===== src/rtl/pipe_hazard_fwd_if.sv =====
// Decode-slot, register-file and result-bus bundle for the hazard/forwarding unit.
// master = decode stage driving requests; slave = pipe_hazard_fwd.
interface pipe_hazard_fwd_if #(
  parameter int unsigned XLEN  = 32,
  parameter int unsigned RAW   = 5,
  parameter int unsigned DEPTH = 3
);
  logic                    id_valid;
  logic [RAW-1:0]          id_rs;
  logic [RAW-1:0]          id_rt;
  logic                    id_use_rs;
  logic                    id_use_rt;
  logic                    id_wreg;
  logic                    id_m2reg;
  logic [RAW-1:0]          id_rn;
  logic                    id_flush;
  logic [XLEN-1:0]         rf_a;
  logic [XLEN-1:0]         rf_b;
  logic [DEPTH*XLEN-1:0]   stg_data;
  logic [XLEN-1:0]         da;
  logic [XLEN-1:0]         db;
  logic [2:0]              fwd_sel_a;
  logic [2:0]              fwd_sel_b;
  logic                    stall;

  modport master (
    output id_valid, id_rs, id_rt, id_use_rs, id_use_rt, id_wreg, id_m2reg,
           id_rn, id_flush, rf_a, rf_b, stg_data,
    input  da, db, fwd_sel_a, fwd_sel_b, stall
  );

  modport slave (
    input  id_valid, id_rs, id_rt, id_use_rs, id_use_rt, id_wreg, id_m2reg,
           id_rn, id_flush, rf_a, rf_b, stg_data,
    output da, db, fwd_sel_a, fwd_sel_b, stall
  );
endinterface


===== src/rtl/pipe_hazard_fwd.sv =====
// Pipeline destination-tag tracker with operand forwarding and load-use stall.
// Define HAZ_PERF_EN to add saturating stall_cnt / fwd_cnt performance counters.
module pipe_hazard_fwd #(
  parameter int unsigned XLEN  = 32,
  parameter int unsigned RAW   = 5,
  parameter int unsigned DEPTH = 3,
  parameter int unsigned LDSTG = 2
) (
  input  logic               clock,
  input  logic               resetn,
  pipe_hazard_fwd_if.slave   bus
`ifdef HAZ_PERF_EN
  ,
  output logic [31:0]        stall_cnt,
  output logic [31:0]        fwd_cnt
`endif
);

  logic [DEPTH:1] t_valid;
  logic [DEPTH:1] t_wreg;
  logic [DEPTH:1] t_ld;
  logic [RAW-1:0] t_rn [1:DEPTH];

  logic [3:0]     look_a;
  logic [3:0]     look_b;
  logic           haz_a;
  logic           haz_b;
  logic [2:0]     sel_a;
  logic [2:0]     sel_b;
  logic           stall;
  logic           load;

  // Returns {blocked, stage}; scanning oldest-to-youngest lets the youngest match win.
  function automatic logic [3:0] lookup(input logic [RAW-1:0] r);
    logic [3:0] res;
    res = '0;
    for (int unsigned k = DEPTH; k >= 1; k--) begin
      if (t_valid[k] && t_wreg[k] && (t_rn[k] == r) && (r != '0))
        res = {t_ld[k] && (k < LDSTG), 3'(k)};
    end
    return res;
  endfunction

  always_comb begin
    look_a = lookup(bus.id_rs);
    look_b = lookup(bus.id_rt);
    haz_a  = bus.id_use_rs && look_a[3];
    haz_b  = bus.id_use_rt && look_b[3];
    sel_a  = look_a[3] ? 3'd0 : look_a[2:0];
    sel_b  = look_b[3] ? 3'd0 : look_b[2:0];
    stall  = bus.id_valid && !bus.id_flush && (haz_a || haz_b);
    load   = bus.id_valid && !stall && !bus.id_flush;
  end

  always_comb begin
    bus.da = bus.rf_a;
    bus.db = bus.rf_b;
    for (int unsigned k = 1; k <= DEPTH; k++) begin
      if (sel_a == 3'(k)) bus.da = bus.stg_data[(k-1)*XLEN +: XLEN];
      if (sel_b == 3'(k)) bus.db = bus.stg_data[(k-1)*XLEN +: XLEN];
    end
  end

  assign bus.fwd_sel_a = sel_a;
  assign bus.fwd_sel_b = sel_b;
  assign bus.stall     = stall;

  always_ff @(posedge clock or negedge resetn) begin
    if (!resetn) begin
      t_valid <= '0;
      t_wreg  <= '0;
      t_ld    <= '0;
      for (int unsigned k = 1; k <= DEPTH; k++) t_rn[k] <= '0;
    end else begin
      t_valid[1] <= load;
      t_rn[1]    <= load ? bus.id_rn : '0;
      t_wreg[1]  <= load && bus.id_wreg;
      t_ld[1]    <= load && bus.id_m2reg;
      for (int unsigned k = 2; k <= DEPTH; k++) begin
        t_valid[k] <= t_valid[k-1];
        t_rn[k]    <= t_rn[k-1];
        t_wreg[k]  <= t_wreg[k-1];
        t_ld[k]    <= t_ld[k-1];
      end
    end
  end

`ifdef HAZ_PERF_EN
  logic fwd_hit;
  assign fwd_hit = load && ((bus.id_use_rs && (sel_a != '0)) ||
                            (bus.id_use_rt && (sel_b != '0)));

  always_ff @(posedge clock or negedge resetn) begin
    if (!resetn) begin
      stall_cnt <= '0;
      fwd_cnt   <= '0;
    end else begin
      if (stall && (stall_cnt != '1)) stall_cnt <= stall_cnt + 32'd1;
      if (fwd_hit && (fwd_cnt != '1)) fwd_cnt <= fwd_cnt + 32'd1;
    end
  end
`endif

endmodule

===== src/flat_wrapper.sv =====
// flat-port wrapper written by rule: the top's interface ports become plain ports
module pipe_hazard_fwd_flat 
#(
  parameter int unsigned XLEN  = 32,
  parameter int unsigned RAW   = 5,
  parameter int unsigned DEPTH = 3,
  parameter int unsigned LDSTG = 2
)
  (clock, resetn, bus_id_valid, bus_id_rs, bus_id_rt, bus_id_use_rs, bus_id_use_rt, bus_id_wreg, bus_id_m2reg, bus_id_rn, bus_id_flush, bus_rf_a, bus_rf_b, bus_stg_data, bus_da, bus_db, bus_fwd_sel_a, bus_fwd_sel_b, bus_stall);
  pipe_hazard_fwd_if #(.XLEN(XLEN), .RAW(RAW), .DEPTH(DEPTH)) bus_i ();
  input  logic clock;
  input  logic resetn;
  input wire logic [$bits(bus_i.id_valid)-1:0] bus_id_valid;
  input wire logic [$bits(bus_i.id_rs)-1:0] bus_id_rs;
  input wire logic [$bits(bus_i.id_rt)-1:0] bus_id_rt;
  input wire logic [$bits(bus_i.id_use_rs)-1:0] bus_id_use_rs;
  input wire logic [$bits(bus_i.id_use_rt)-1:0] bus_id_use_rt;
  input wire logic [$bits(bus_i.id_wreg)-1:0] bus_id_wreg;
  input wire logic [$bits(bus_i.id_m2reg)-1:0] bus_id_m2reg;
  input wire logic [$bits(bus_i.id_rn)-1:0] bus_id_rn;
  input wire logic [$bits(bus_i.id_flush)-1:0] bus_id_flush;
  input wire logic [$bits(bus_i.rf_a)-1:0] bus_rf_a;
  input wire logic [$bits(bus_i.rf_b)-1:0] bus_rf_b;
  input wire logic [$bits(bus_i.stg_data)-1:0] bus_stg_data;
  output wire logic [$bits(bus_i.da)-1:0] bus_da;
  output wire logic [$bits(bus_i.db)-1:0] bus_db;
  output wire logic [$bits(bus_i.fwd_sel_a)-1:0] bus_fwd_sel_a;
  output wire logic [$bits(bus_i.fwd_sel_b)-1:0] bus_fwd_sel_b;
  output wire logic [$bits(bus_i.stall)-1:0] bus_stall;
  assign bus_i.id_valid = bus_id_valid;
  assign bus_i.id_rs = bus_id_rs;
  assign bus_i.id_rt = bus_id_rt;
  assign bus_i.id_use_rs = bus_id_use_rs;
  assign bus_i.id_use_rt = bus_id_use_rt;
  assign bus_i.id_wreg = bus_id_wreg;
  assign bus_i.id_m2reg = bus_id_m2reg;
  assign bus_i.id_rn = bus_id_rn;
  assign bus_i.id_flush = bus_id_flush;
  assign bus_i.rf_a = bus_rf_a;
  assign bus_i.rf_b = bus_rf_b;
  assign bus_i.stg_data = bus_stg_data;
  assign bus_da = bus_i.da;
  assign bus_db = bus_i.db;
  assign bus_fwd_sel_a = bus_i.fwd_sel_a;
  assign bus_fwd_sel_b = bus_i.fwd_sel_b;
  assign bus_stall = bus_i.stall;
  pipe_hazard_fwd #(.XLEN(XLEN), .RAW(RAW), .DEPTH(DEPTH), .LDSTG(LDSTG)) u_core (.clock(clock), .resetn(resetn), .bus(bus_i));
endmodule

===== config.mk =====
export PLATFORM = sky130hd
export DESIGN_NAME = pipe_hazard_fwd_flat
export DESIGN_NICKNAME = d
export VERILOG_FILES = /design/src/rtl/pipe_hazard_fwd_if.sv /design/src/rtl/pipe_hazard_fwd.sv /design/src/flat_wrapper.sv
export SDC_FILE = /design/constraint.sdc
export NUM_CORES = 1
export LEC_CHECK = 0
export ABC_AREA = 1
export BUFFER_PORTS_ARGS = -buffer_cell sky130_fd_sc_hd__buf_2
export CAP_MARGIN = 10
export CELL_PAD_IN_SITES_DETAIL_PLACEMENT = 1
export CELL_PAD_IN_SITES_GLOBAL_PLACEMENT = 2
export CORE_MARGIN = 10
export CORE_UTILIZATION = 21
export CTS_BUF_LIST = sky130_fd_sc_hd__clkbuf_16
export CTS_CLUSTER_SIZE = 25
export DETAILED_ROUTE_END_ITERATION = 10
export PLACE_DENSITY_LB_ADDON = 0.3
export SLEW_MARGIN = 40
export SYNTH_ARGS = -nofsm -noshare
export SYNTH_HDL_FRONTEND = slang
export SYNTH_SLANG_ARGS = --single-unit

===== constraint.sdc =====
create_clock -name clock -period 3.6 [get_ports clock]
set_input_delay 0.36 -clock clock [delete_from_list [all_inputs] [get_ports clock]]
set_output_delay 0.36 -clock clock [all_outputs]
set_load 0.02 [all_outputs]

* Word-level counts from Yosys, hierarchy flattened
Index checks and enable logic that the tools add are counted. Widths: inputs -> output; s select.
Word-level totals: bits in registers 22, logic and storage cells 61
Operators by class: eq/ne operators 12, muxes and demuxes 15, reductions and logical operators 28
Operators with widths (count):
- $mux 32 | 6
- $eq 5x5->1 | 6
- $logic_and 1x1->1 | 23
- $eq 3x2->1 const B | 4
- $mux 4 | 3
- $reduce_bool 5->1 | 2
- $eq 3x1->1 const B | 2
- $mux 2 | 3
- $mux 3 | 2
- $mux 5 | 1
- $logic_not 1->1 | 2
- $logic_or 1x1->1 | 1

* Longest topological paths before layout
Gate-level depths: netlist (run 1).
depth in word-level cells 13, depth in mapped cells 14, mapped depth without buffers 13

* Worst setup path after synthesis (run 1)
No wires, ideal clock.
path kind flip-flop to output port, start point reg u_core.t_rn[14] (netlist bit), end point out bus_stall, arrival 1.489 ns, setup slack 1.751 ns, stages on the path, launching flop included 7, cells stage by stage dfrtp_1 > xnor2_1 > nand2_1 > nor2_4 > buf_2 > nand4_1 > a21oi_1
Between the ends: longest elaborated chain between the ends 7
RTL lines:
- from (decl) | line pipe_hazard_fwd.sv:22 | logic [RAW-1:0] t_rn [1:DEPTH];
- from (signal, indexed assignment) | line pipe_hazard_fwd.sv:81 | t_rn[k] <= t_rn[k-1];
- $eq 5x5->1 | line pipe_hazard_fwd.sv:38 | if (t_valid[k] && t_wreg[k] && (t_rn[k] == r) && (r != '0))
- $logic_and 1x1->1 (2 in a row) | line pipe_hazard_fwd.sv:38
- $mux 4 | line pipe_hazard_fwd.sv:38
- $logic_and 1x1->1 (on tied branches) | line pipe_hazard_fwd.sv:47, pipe_hazard_fwd.sv:48
- $logic_or 1x1->1 * | line pipe_hazard_fwd.sv:51 | stall = bus.id_valid && !bus.id_flush && (haz_a || haz_b);
- $logic_and 1x1->1 * | line pipe_hazard_fwd.sv:51
- to (decl) | line flat_wrapper.sv:29 | output wire logic [$bits(bus_i.stall)-1:0] bus_stall;
Every way passes the cells marked *; elsewhere a longest branch is shown, timed or not.

* Worst setup path in the final report (run 1)
start point reg u_core.t_rn[12] (netlist bit), end point out bus_db[30]
Between the ends: longest elaborated chain between the ends 9
RTL lines:
- $eq 5x5->1 * | line pipe_hazard_fwd.sv:38
- $logic_and 1x1->1 * (2 in a row) | line pipe_hazard_fwd.sv:38
- $mux 4 * | line pipe_hazard_fwd.sv:38
- $mux 3 * | line pipe_hazard_fwd.sv:50 | sel_b = look_b[3] ? 3'd0 : look_b[2:0];
- $eq 3x1->1 | line pipe_hazard_fwd.sv:60 | if (sel_b == 3'(k)) bus.db = bus.stg_data[(k-1)*XLEN +: XLEN];
- $mux 32 (2 in a row) | line pipe_hazard_fwd.sv:60
- $mux 32 * | line pipe_hazard_fwd.sv:60
- to (decl) | line flat_wrapper.sv:26 | output wire logic [$bits(bus_i.db)-1:0] bus_db;
Marks and branches as above.

==> results of run 1 <==
routing by layer:
layer | GRT usage | share of wire | vias up
li1 | - | - | 2878
met1 | 0.2353 | 0.44 | 2782
met2 | 0.3198 | 0.47 | 199
met3 | 0.04249 | 0.072 | 22
met4 | 0.03146 | 0.011 | 4
met5 | 0 | 0.0014 | -
final timing paths:
path                       slack (ps)  cells past startpoint              from          endpoint
min                                50                      1            resetn    u_core.t_ld[1]
min in group clock                300                      3      bus_id_rn[0]   u_core.t_rn[10]
min reg2reg                       370                      0  u_core.t_wreg[1]  u_core.t_wreg[2]
max in group asynchronous        3210                      1            resetn   u_core.t_rn[12]
max reg2reg                      1440                      8   u_core.t_rn[10]   u_core.t_rn[12]
max                               460                     11   u_core.t_rn[12]        bus_db[30]
power breakdown:
part / leakage (µW) / total (µW) / switching [µW] / internal (µW)
logic: 0.00262 / 398 / 240 / 157
registers: 0.000294 / 266 / 8.91 / 257
clock network: 0.0000511 / 317 / 95.5 / 221
flip-flops by register name, indices dropped and copies added (netlist names):
name and cells:
u_core.t_ld 1, u_core.t_wreg 3, u_core.t_rn 15, u_core.t_valid 3
layout by cell type, fill, tap and decap left out, drive strengths merged:
cell	synthesis	final
o21ai	1	1
nand3b	29	29
diode	0	3
nor3	3	3
conb	1	2
inv	42	42
xnor2	7	7
nand2	232	232
dfrtp	22	22
nand4	130	130
clkbuf	19	3
nor2	24	24
nand3	137	137
a21oi	6	6
bufinv	0	1
buf	47	272
xor2	3	3
Yosys cell counts (3+ instances only):
cell,number
buf_4,5
nor2_1,19
a21oi_1,6
clkbuf_1,19
buf_2,38
nor2_4,3
nand3_2,3
inv_1,29
nand3_1,134
dfrtp_1,22
xnor2_1,7
buf_1,3
inv_2,13
nand3b_1,29
nand2_1,230
xor2_1,3
nand4_1,128
cell type report:
type	count	area (µm²)
repair buffers	272	1426
clock buffers	3	75.07
inverters	42	157.7
diodes	3	7.507
multi-input cells	574	2904
clock inverters	1	30.03
fillers	2462	12710
well taps	229	286.5
flip-flops and latches	22	550.5
metrics by stage:
step | utilization | setup WS (ps)
3_5_place_dp | 0.2934 | 649.4
2_1_floorplan | - | 1751
6_report | 0.2996 | 462.7
4_1_cts | 0.2992 | 462.2
5_1_grt | 0.2995 | 213.3
3_3_place_gp | 0.2934 | 672.3
logic make-up (layout without fill, tap and decap cells):
group,Yosys count,count (layout)
flip-flops,22,22
AND/OR/NAND/NOR,555,555
XOR/XNOR,10,10
AO/OA/AOI/OAI,7,7
other,1,5
buffers and inverters,108,318
critical path, cell delays in order (launching register included):
cell	delay [ps]
dfrtp_1	390
inv_1	70
nand2_1	60
nand3_1	120
nor2_4	390
nand3_2	690
inv_1	310
nand2_1	80
nand3_1	70
nand2_1	70
nand2_1	60
buf_2	180
==> impl_metrics.env, run 1 <==
export IMPL_io_pins=254
export IMPL_cts_max_level=1
export IMPL_avgSynthCellArea_um2=5.574
export IMPL_synth_xor_area_share=0.02235
export IMPL_yosys_area_top_type="nand2_1"
export IMPL_grt_setup_unrepaired="no"
export IMPL_gr_total_overflow=0
export IMPL_slew_headroom=0.4568
export IMPL_viasPerCell=5.135
export IMPL_synth_cell_types=25
export IMPL_clock_latency_ps=260
export IMPL_timing_setup_tns_ps=0
export IMPL_fin_area_mm2=0.005438
export IMPL_antenna_found_initial=6
export IMPL_holdBufCountCts=0
export IMPL_total_power_uw=980.4
export IMPL_finish_net_count=1098
export IMPL_core_mm2=0.01815
export IMPL_cts_made_buffers=3
export IMPL_grt_max_degree=66
export IMPL_clock_sinks=22
export IMPL_yosysTopAreaCellShare=0.2203
export IMPL_placed_cells=1139
export IMPL_yosys_warnings=0
export IMPL_die_x_um=156.6
export IMPL_dr_pass1_iters=4
export IMPL_worstMarginPinSlew_ps=814.8
export IMPL_wirelength_mm=24.25
export IMPL_period_share=0.8715
export IMPL_ys_flop_type="dfrtp_1"
export IMPL_crit_required_ps=3240
export IMPL_portBuffers=251
export IMPL_ys_ff_latch=22
export IMPL_synth_async_reset_ratio=1.000
export IMPL_setup_violations=0
export IMPL_fmax_mhz=318.7
export IMPL_whs_ps=51.13
export IMPL_synthAdderAreaFrac=0
export IMPL_synthTopCellsByArea="nand2_1 (22%), nand4_1 (20%), nand3_1 (17%)"
export IMPL_ant_nets=0
export IMPL_path_clk_slew_ps=60
export IMPL_grt_pass1_vias=6244
export IMPL_layout_area_overhead_vs_synth_pct=38.76
export IMPL_tritoncts="built"
export IMPL_syn_inst=703
export IMPL_die_h_um=156.6
export IMPL_synth_mux_area_frac=0
export IMPL_root_buffer="clkbuf_16"
export IMPL_dpl_cell_area_mm2=0.005325
export IMPL_critical_path_endpoint_type="primary output"
export IMPL_cts_setup_buffers=0
export IMPL_synth_top_family_by_area="simple AND/OR/NAND/NOR gates"
export IMPL_hpwl_mm=18.50
export IMPL_vias=5885
export IMPL_synthSimpleGateAreaFrac=0.7050
export IMPL_hold_viol_final=0
export IMPL_synth_seq_area_share=0.1405
export IMPL_ir_worst_vdd_uv=149.4
export IMPL_hp_class="in -> async"
export IMPL_arrival_ps=2780
export IMPL_rows=49
export IMPL_drt_first_iter_violations=231
export IMPL_finalWeightedCongestion=0.8222
export IMPL_drive_gt1_frac=0.3315
export IMPL_powerDensity_mw_per_mm2=180.3
export IMPL_cts_repair_resized=0
export IMPL_start_util=0.2159
export IMPL_power_leakage_uw=0.002968
export IMPL_synth_edf_count=0
export IMPL_grt_pass1_wl_mm=36.67
export IMPL_synth_area_mm2=0.003919
export IMPL_status="completed"
export IMPL_period_needed_ps=3137
export IMPL_remaining_drc_errors=0
export IMPL_clk_path_buf_depth=2
export IMPL_fin_skew_ps=5.483
export IMPL_finalNonFillerCells=1146
export IMPL_grt_usage=0.1863
export IMPL_maxCapViolations=0
export IMPL_crit_fanout=34
export IMPL_die_area_mm2=0.02453
export IMPL_start_kind="register"
export IMPL_synth_compound_area_frac=0.008940
export IMPL_slew_viol_final=0
export IMPL_routedWlPerCell_um=21.16
export IMPL_path_class="reg -> out"
Note: power is estimated with default switching activity, not from simulation.
==> inputs of run 2 (changes only) <==
--- a/config.mk
+++ b/config.mk
@@ -5,7 +5,6 @@
 export SDC_FILE = /design/constraint.sdc
 export NUM_CORES = 1
 export LEC_CHECK = 0
-export ABC_AREA = 1
 export BUFFER_PORTS_ARGS = -buffer_cell sky130_fd_sc_hd__buf_2
 export CAP_MARGIN = 10
 export CELL_PAD_IN_SITES_DETAIL_PLACEMENT = 1
==> impl_metrics.env, run 2 <==
export IMPL_grt_setup_unrepaired="no"
export IMPL_maxCapViolations=0
export IMPL_critical_path_endpoint_type="primary output"
export IMPL_yosysTopAreaCellShare=0.1746
export IMPL_multi_input_area_mm2=0.002412
export IMPL_fin_skew_ps=2.829
export IMPL_fin_area_mm2=0.004720
export IMPL_arrival_ps=2760
export IMPL_crit_slowest_cell="or4_1"
export IMPL_viasPerCell=5.314
export IMPL_holdBufCountCts=0
export IMPL_dr_pass1_iters=4
export IMPL_synth_async_reset_ratio=1.000
export IMPL_final_cell_mix="buf_2 (251), o221ai_1 (45), nand2_1 (35)"
export IMPL_avgSynthCellArea_um2=7.922
export IMPL_yosys_warnings=0
export IMPL_hpwl_mm=15.10
export IMPL_slowest_delay_ps=510
export IMPL_yosys_area_top_type="dfrtp_1"
export IMPL_core_mm2=0.01464
export IMPL_ant_nets=0
export IMPL_grt_pass1_vias=4908
export IMPL_layout_area_overhead_vs_synth_pct=49.68
export IMPL_utilization=0.3223
export IMPL_period_needed_ps=3120
export IMPL_power_leakage_uw=0.002249
export IMPL_setup_violations=0
export IMPL_synth_edf_count=0
export IMPL_clk_path_buf_depth=2
export IMPL_slew_viol_final=0
export IMPL_rows=44
export IMPL_layout_commonest_cell="buf_2"
export IMPL_grt_max_degree=49
export IMPL_syn_inst=398
export IMPL_finish_net_count=816
export IMPL_synth_commonest_cells="o221ai_1 (45), nand2_1 (35), a22oi_1 (32), mux2i_1 (32), o21ai_0 (32)"
export IMPL_powerDensity_mw_per_mm2=174.0
export IMPL_ys_flop_type="dfrtp_1"
export IMPL_top_regs="u_core.t_rn: 15 flops, u_core.t_valid: 3 flops, u_core.t_wreg: 3 flops"
export IMPL_crit_fanout=19
export IMPL_drt_first_iter_violations=122
export IMPL_fillers=1842
export IMPL_portBuffers=251
export IMPL_fmax_mhz=320.5
export IMPL_largest_register_ff_count=15
export IMPL_ys_ff_latch=22
export IMPL_path_class="in -> out"
export IMPL_start_kind="input port"
export IMPL_routedWlPerCell_um=23.17
export IMPL_dpl_cell_area_mm2=0.004637
export IMPL_synth_seq_area_share=0.1746
export IMPL_vias=4347
export IMPL_status="completed"
export IMPL_cts_made_buffers=3
export IMPL_grt_pass1_wl_mm=28.71
export IMPL_slew_headroom=0.5721
export IMPL_die_x_um=142.5
export IMPL_crit_required_ps=3240
export IMPL_path_clk_slew_ps=60
export IMPL_die_h_um=142.5
export IMPL_tritoncts="built"
export IMPL_grt_usage=0.1764
export IMPL_hold_viol_final=0
export IMPL_cts_max_level=1
export IMPL_drive_gt1_frac=0.4802
export IMPL_gr_total_overflow=0
export IMPL_start_util=0.2153
export IMPL_register_area_um2=550.5
export IMPL_synth_cell_types=41
export IMPL_wirelength_mm=18.95
export IMPL_worstMarginPinSlew_ps=638.4
export IMPL_clock_latency_ps=250
export IMPL_cts_setup_buffers=0
export IMPL_remaining_drc_errors=0
export IMPL_timing_setup_tns_ps=0
export IMPL_post_synth_top_count_cell="o221ai_1"
export IMPL_hp_class="in -> async"
export IMPL_clock_sinks=22
export IMPL_period_share=0.8666
export IMPL_antenna_found_initial=2
export IMPL_ir_worst_vdd_uv=194.1
export IMPL_io_pins=254
export IMPL_top_register="u_core.t_rn"
export IMPL_cp_cell_sequence="buf_2 -> or4_1 -> nor2_1 -> or4_1 -> nor3b_4 -> buf_4 -> a22oi_1 -> o21ai_0 -> buf_2"
export IMPL_finalWeightedCongestion=0.9257
export IMPL_die_area_mm2=0.02032
export IMPL_root_buffer="clkbuf_16"
export IMPL_synth_area_mm2=0.003153
export IMPL_cts_repair_resized=0
export IMPL_synthTopCellsByArea="dfrtp_1 (17%), o221ai_1 (13%), mux2i_1 (10%)"
-- run 2: critical path: cells and delay by family --
kind	cells	cell delay, ps
compound gates	2	280
buf+inv	3	680
simple gates	4	1430
-- run 2: kinds of logic (layout without fill, tap and decap cells) --
logic type | after synthesis | count (layout) | share of synthesized area
AO/OA/AOI/OAI | 183 | 183 | 0.4234
XOR/XNOR | 26 | 26 | 0.07222
buffers and inverters | 44 | 276 | 0.07460
flip-flops | 22 | 22 | 0.1746
multiplexers | 32 | 32 | 0.1016
other | 1 | 5 | 0.001189
AND/OR/NAND/NOR | 90 | 90 | 0.1524
-- run 2: power breakdown --
part / internal [µW] / total, µW / leakage, µW / switching, µW
logic: 147 / 324 / 0.00192 / 178
clock network: 147 / 229 / 0.0000370 / 82.0
registers: 257 / 268 / 0.000294 / 10.7
total: 551 / 821 / 0.00225 / 271
-- run 2: final timing paths --
path                              startpoint                 to  slack (ps)  depth (start not counted)
max                             bus_id_rs[0]         bus_da[12]         480                          9
min                                   resetn    u_core.t_rn[14]          50                          1
max reg2reg                  u_core.t_rn[12]    u_core.t_rn[11]        1520                          6
min reg2reg                u_core.t_valid[1]  u_core.t_valid[2]         370                          0
max in group asynchronous             resetn   u_core.t_wreg[3]        3240                          1
min in group clock              bus_id_rn[3]    u_core.t_rn[13]         310                          2
-- run 2: final cells by class --
class	count	share of cell area
diodes	3	0.001591
inverters	4	0.003181
multi-input cells	333	0.5111
well taps	184	0.04878
clock buffers	3	0.01591
flip-flops and latches	22	0.1166
repair buffers	269	0.3028
-- run 2: per-stage QoR --
stage,hold slack (ps),std cells,power (µW),setup WS (ps)
floorplan,64.41,399,403.8,968.2
global placement,326.7,812,590.7,484.8
detailed placement,334.8,812,599.2,445.0
CTS,62.34,815,829.4,445.8
global route,90.10,816,870.6,348.7
finish,47.20,818,821.1,480.2
-- run 2: routing by layer --
layer | track usage | routed length [µm] | up-vias | share of wire
li1 | - | - | 2034 | -
met1 | 0.1916 | 7343 | 2141 | 0.39
met2 | 0.3388 | 9991 | 153 | 0.53
met3 | 0.03538 | 1272 | 19 | 0.067
met4 | 0.04343 | 346 | 0 | 0.018
met5 | 0 | 0 | - | 0
